File: src/rtl/led_reg_pkg.sv
// Shared definitions for the led_reg_cnt register/counter family.
package led_reg_pkg;

  // Operating modes selected by mode_i.
  typedef enum logic [1:0] {
    HOLD  = 2'b00,
    LOAD  = 2'b01,
    SHIFT = 2'b10,
    COUNT = 2'b11
  } mode_e;

  // Widest register the family supports.
  localparam int MAX_WIDTH = 32;

  // True when the register advances as a counter this cycle (not frozen, COUNT selected).
  function automatic logic count_active(input logic dis, input mode_e mode);
    return (~dis) & (mode == COUNT);
  endfunction

  // Next value of one bit for a given mode, before the disable override.
  function automatic logic bit_next(
    input mode_e mode,
    input logic  cur,
    input logic  load_val,
    input logic  shift_in,
    input logic  sum_val
  );
    logic v;
    case (mode)
      HOLD:    v = cur;
      LOAD:    v = load_val;
      SHIFT:   v = shift_in;
      COUNT:   v = sum_val;
      default: v = cur;
    endcase
    return v;
  endfunction

endpackage

File: src/rtl/led_reg_bit.sv
// One register bit: 4:1 next-value select, disable bypass, asynchronously
// clearable flip-flop with its own reset value, and an optional LED.
module led_reg_bit
  import led_reg_pkg::*;
#(
  parameter logic RESET_BIT = 1'b0,
  parameter bit   LED_EN    = 1'b1
) (
  input  logic  clk_i,
  input  logic  rst_i,
  input  logic  dis_i,
  input  mode_e mode_i,
  input  logic  d_i,
  input  logic  shin_i,
  input  logic  sum_i,
  output logic  q_o
);

  logic r_q;
  logic w_next;

  // Select the next bit value; a disabled register always keeps its value.
  always_comb begin
    w_next = r_q;
    if (dis_i) begin
      w_next = r_q;
    end else begin
      w_next = bit_next(mode_i, r_q, d_i, shin_i, sum_i);
    end
  end

  // State flip-flop, cleared asynchronously to this bit's reset value.
  always_ff @(posedge clk_i or posedge rst_i) begin
    if (rst_i) begin
      r_q <= RESET_BIT;
    end else begin
      r_q <= w_next;
    end
  end

  // The output is the flop itself, with no logic after it.
  assign q_o = r_q;

  if (LED_EN) begin : g_led
    Led_Res_0603 u_led (
      .anode_i(r_q)
    );
  end

endmodule

File: src/rtl/led_res_0603.sv
// Behavioural stand-in for the on-board LED + series resistor footprint.
// It is a passive load: the anode pin is observed but nothing is driven back.
module Led_Res_0603 (
  input logic anode_i
);

  logic w_unused_anode;

  assign w_unused_anode = anode_i;

endmodule

File: src/rtl/led_reg_cnt.sv
// WIDTH-bit status register / shift chain / event counter with disable,
// built from led_reg_bit slices. The incrementer and terminal-count
// logic live here so tc_o can cascade into the next stage's dis_i.
module led_reg_cnt
  import led_reg_pkg::*;
#(
  parameter int                   WIDTH     = 8,
  parameter logic [MAX_WIDTH-1:0] RESET_VAL = '0,
  parameter bit                   LED_EN    = 1'b1
) (
  input  logic             clk_i,
  input  logic             rst_i,
  input  logic             dis_i,
  input  logic [1:0]       mode_i,
  input  logic [WIDTH-1:0] d_i,
  input  logic             ser_i,
  output logic [WIDTH-1:0] q_o,
  output logic             ser_o,
  output logic             tc_o
);

  if ((WIDTH < 1) || (WIDTH > MAX_WIDTH)) begin : g_bad_width
    $error("led_reg_cnt: WIDTH=%0d outside 1..%0d", WIDTH, MAX_WIDTH);
  end

  mode_e            w_mode;
  logic [WIDTH-1:0] w_carry;
  logic [WIDTH-1:0] w_sum;
  logic [WIDTH-1:0] w_shin;

  assign w_mode = mode_e'(mode_i);

  for (genvar i = 0; i < WIDTH; i++) begin : g_bit
    // Carry into bit i of q+1 is the AND of all lower bits; bit 0 always
    // receives the +1. Written as a prefix AND so no signal feeds itself.
    if (i == 0) begin : g_lsb
      assign w_carry[i] = 1'b1;
      assign w_shin[i]  = ser_i;
    end else begin : g_upper
      assign w_carry[i] = &q_o[i-1:0];
      assign w_shin[i]  = q_o[i-1];
    end

    assign w_sum[i] = q_o[i] ^ w_carry[i];

    led_reg_bit #(
      .RESET_BIT(RESET_VAL[i]),
      .LED_EN   (LED_EN)
    ) u_bit (
      .clk_i (clk_i),
      .rst_i (rst_i),
      .dis_i (dis_i),
      .mode_i(w_mode),
      .d_i   (d_i[i]),
      .shin_i(w_shin[i]),
      .sum_i (w_sum[i]),
      .q_o   (q_o[i])
    );
  end

  // Shift-chain output is the MSB, visible before the edge that shifts it out.
  assign ser_o = q_o[WIDTH-1];

  // Terminal count is combinational so a following stage can use it as enable
  // in the same cycle, keeping cascaded counters synchronous.
  assign tc_o = (&q_o) & count_active(dis_i, w_mode);

endmodule

File: config.mk
export PLATFORM = sky130hd
export DESIGN_NAME = led_reg_cnt
export DESIGN_NICKNAME = d
export VERILOG_FILES = /design/src/rtl/led_reg_pkg.sv /design/src/rtl/led_reg_bit.sv /design/src/rtl/led_res_0603.sv /design/src/rtl/led_reg_cnt.sv
export SDC_FILE = /design/constraint.sdc
export NUM_CORES = 1
export LEC_CHECK = 0
export ABC_AREA = 1
export BUFFER_PORTS_ARGS = -buffer_cell sky130_fd_sc_hd__buf_2
export CORE_MARGIN = 5
export CORE_UTILIZATION = 47
export DETAILED_ROUTE_END_ITERATION = 6
export PLACE_DENSITY = 0.77
export SETUP_SLACK_MARGIN = 0.5
export SLEW_MARGIN = 20
export SYNTH_ARGS = -nofsm -noshare
export SYNTH_HDL_FRONTEND = slang
export SYNTH_SLANG_ARGS = --single-unit
File: constraint.sdc
create_clock -name clk_i -period 1.5 [get_ports clk_i]
set_input_delay 0.075 -clock clk_i [delete_from_list [all_inputs] [get_ports clk_i]]
set_output_delay 0.075 -clock clk_i [all_outputs]
set_load 0.05 [all_outputs]
==> out/results.tsv <==
stage	metric	value	unit
status	status	finished, violations left	
status	failing checks	setup timing	
logic_synthesis	post-synthesis compound-gate area fraction	16.2	%
timing	period utilization	100	%
final_layout	antenna cells	0	
worst_setup_path	critical-path maximum fanout	3	
timing	Worst Slack Setup Final	-7.44	ps
worst_setup_path	RR Startpoint	g_bit[1].u_bit.q_o$_DFFE_PP0P_	
logic_synthesis	main combinational cell family by area after synthesis	simple AND/OR/NAND/NOR gates	
worst_setup_path	CP endpoint	tc_o	
worst_hold_path	Hold Path Class	in -> reg	
global_routing	antenna violations before repair	0	
place	pre-CTS WS	81.8	ps
final_layout	nets@finish	143	
final_layout	ratio of cells with drive above 1 in the final layout	40.5	%
logic_synthesis	post-synthesis adder-cell area fraction	3.91	%
worst_setup_path	R2R depth	7	
worst_setup_path	critical path depth in cells	6	
worst_setup_path	Worst Path Arrival	1430	ps
cts	Num CTS Buffers	3	
power	worst vdd ir	0.569	mV
job	max-cap viol count	0	
worst_setup_path	worst-path cell chain	ha_4 > nand2_4 > nor2_4 > nand2_2 > nor4_4 > buf_6	
worst_setup_path	Worst setup SP type	flip-flop	
routing	vias per inst	5.23	
routing	post-route antenna net violation count	0	
place	Post-Place Cells	131	
logic_synthesis	synth unique cells	12	
logic_synthesis	multiplexer share of the synthesized area	0	%
cts	CTS tree	yes	
worst_setup_path	Top delay family on crit path	flip-flops	
timing	Rel. slew slack	78.8	%
final_layout	Util after Layout	69.9	%
timing	final clock skew	12.7	ps
routing	drt drc	0	
floorplanning	Die Y	46.9	µm
timing	Final Setup Violations	1	
global_routing	largest net degree at the start of global routing	11	
timing	Tmin final	1510	ps
routing	DR pass1 iterations	4	
cts	CTS root buffer	clkbuf_4	
cts	CTS Sinks	8	
logic_synthesis	FF+latch count, synth	8	
logic_synthesis	post-synthesis xor/xnor area fraction	0	%
timing	maximum clock rate	0.663	GHz
floorplanning	Die Width	46.9	µm
final_layout	Layout Cells excl Fill	141	
power	static leakage	0.472	nW
worst_setup_path	Crit. End Element	output port	
worst_setup_path	CP Class	reg -> out	
worst_setup_path	sum of buffers and inverters on the critical path	1	
cts	clock latency at the later pin of the worst-skew pair	270	ps
place	Placer Congestion	0.833	
routing	vias	738	
worst_setup_path	Required @ worst endpoint	1420	ps
cts	H-Tree Depth	1	
global_routing	vias in the first global route	644	
final_layout	commonest cells after routing, fill and taps aside	nand2_1, nor2_1, buf_2	
global_routing	total gr overflow	0	
timing	Worst-Margin Slew	318	ps
floorplanning	die footprint	0.00220	mm²
global_routing	first-pass GRT wire length	2850	µm
final_layout	P&R area growth vs syn	42.3	%
logic_synthesis	YS warnings	0	
timing	worst hold margin	105	ps
cts	Worst-path clk slew	50	ps
floorplanning	I/O Pins	24	
cts	Clock Path Buffers	2	
logic_synthesis	Synth Cell Area	639	µm²
final_layout	commonest non-fill, non-tap cell in the layout	nand2_1	
place	IO buf count	23	
logic_synthesis	sequential-to-total area share from yosys stat	31.3	%
logic_synthesis	Synth Instances	101	
place	post-detail-place hpwl	1180	µm
timing	RSZ-0062 raised after global routing	true	
routing	wirelength, routed	1860	µm
floorplanning	Placement Rows	13	
final_layout	max reg flops	8	
worst_setup_path	critical path's slowest cell	dfrtp_1	
floorplanning	core area	0.00130	mm²
worst_setup_path	CP startpoint	g_bit[1].u_bit.q_o$_DFFE_PP0P_	
worst_setup_path	R2R setup slack	70	ps
worst_setup_path	Critical Path Max Stage Delay	420	ps
routing	DRT iter0 DRCs	33	
worst_setup_path	FF-to-FF End	g_bit[2].u_bit.q_o$_DFFE_PP0P_	
floorplanning	initial core utilization	49.1	%
routing	DR WL/cell	13.2	µm
timing	Pins Over Slew Limit	0	
logic_synthesis	Mapped Avg Cell Area	6.33	µm²
logic_synthesis	Synth Area in Simple Gates	30.3	%
power	pwr dens	1030	mW/mm²
logic_synthesis	Syn Nets	117	
timing	count of final hold-check violations	0	
global_routing	GRT Total Usage	18.8	%
-- logic make-up (layout without fill, tap and decap cells) --
group	Yosys count	count (layout)
simple gates	49	49
compound gates	20	20
buf+inv	22	47
flops	8	8
fa+ha+maj	2	2
-- worst register-to-register path, cell delays in order (launching register included) --
cell	delay, ps
dfrtp_1	430
ha_4	200
buf_4	130
ha_1	260
nand2_1	60
o21ai_1	60
o21ai_1	110
o21ai_1	70
-- cell usage after synthesis --
cell / instances / area share [%]
a21oi_1: 7 / 5.5
a21oi_2: 1 / 1.4
buf_4: 9 / 11
dfrtp_1: 8 / 31
ha_1: 2 / 3.9
inv_1: 12 / 7.0
inv_2: 1 / 0.59
nand2_1: 24 / 14
nand3_1: 6 / 4.7
nor2_1: 18 / 11
nor4_1: 1 / 0.98
o21ai_0: 12 / 9.4
-- cell type report --
type	instances	area [µm²]
Multi-Input combinational cell	71	398
Fill cell	118	392
Timing Repair Buffer	30	211
Sequential cell	8	206
Inverter	13	48.8
Clock buffer	4	26.3
Tap cell	15	18.8
-- through the flow --
stage	power, mW	instance area (µm²)	setup TNS (ps)
after floorplan	0.619	673	0
after global placement	0.653	747	0
after detailed placement	0.664	747	0
after CTS	0.894	853	-23.2
after global routing	0.994	910	-82.1
final	0.940	910	-7.44
-- report_power, final --
part,internal [mW],leakage (nW),switching [mW]
Combinational,0.155,0.368,0.293
Clock,0.102,0.0150,0.0853
Sequential,0.255,0.0899,0.0499
-- how the worst min path moves through the flow --
stage / end / slack [ps] / cells past startpoint / startpoint
detailed placement: g_bit[3].u_bit.q_o$_DFFE_PP0P_ / 40 / 2 / rst_i
global route: g_bit[0].u_bit.q_o$_DFFE_PP0P_ / 100 / 3 / d_i[0]
global placement: g_bit[2].u_bit.q_o$_DFFE_PP0P_ / 40 / 2 / rst_i
floorplan: g_bit[0].u_bit.q_o$_DFFE_PP0P_ / -110 / 1 / rst_i
CTS: g_bit[0].u_bit.q_o$_DFFE_PP0P_ / 110 / 3 / d_i[0]
finish: g_bit[0].u_bit.q_o$_DFFE_PP0P_ / 110 / 3 / d_i[0]
-- what timing repair did --
| item | CTS | global route |
|---|---|---|
| hold endpoints to repair | 8 | 0 |
| hold buffers | 1 | 0 |
| pin swaps | 8 | 8 |
| endpoints found under the setup margin | 15 | 16 |
| gates resized for setup | 19 | 16 |
| buffers inserted | 3 | 2 |
-- per-layer routing --
metal	up-vias	GRT usage (%)	wire length (µm)	share of wire (%)
met4	0	9.94	31	1.7
met2	42	31.7	938	51
met1	331	21.8	725	39
met5	-	0	0	0
li1	361	-	-	-
met3	4	4.60	160	8.6
Power figures use the tool's default switching activity.
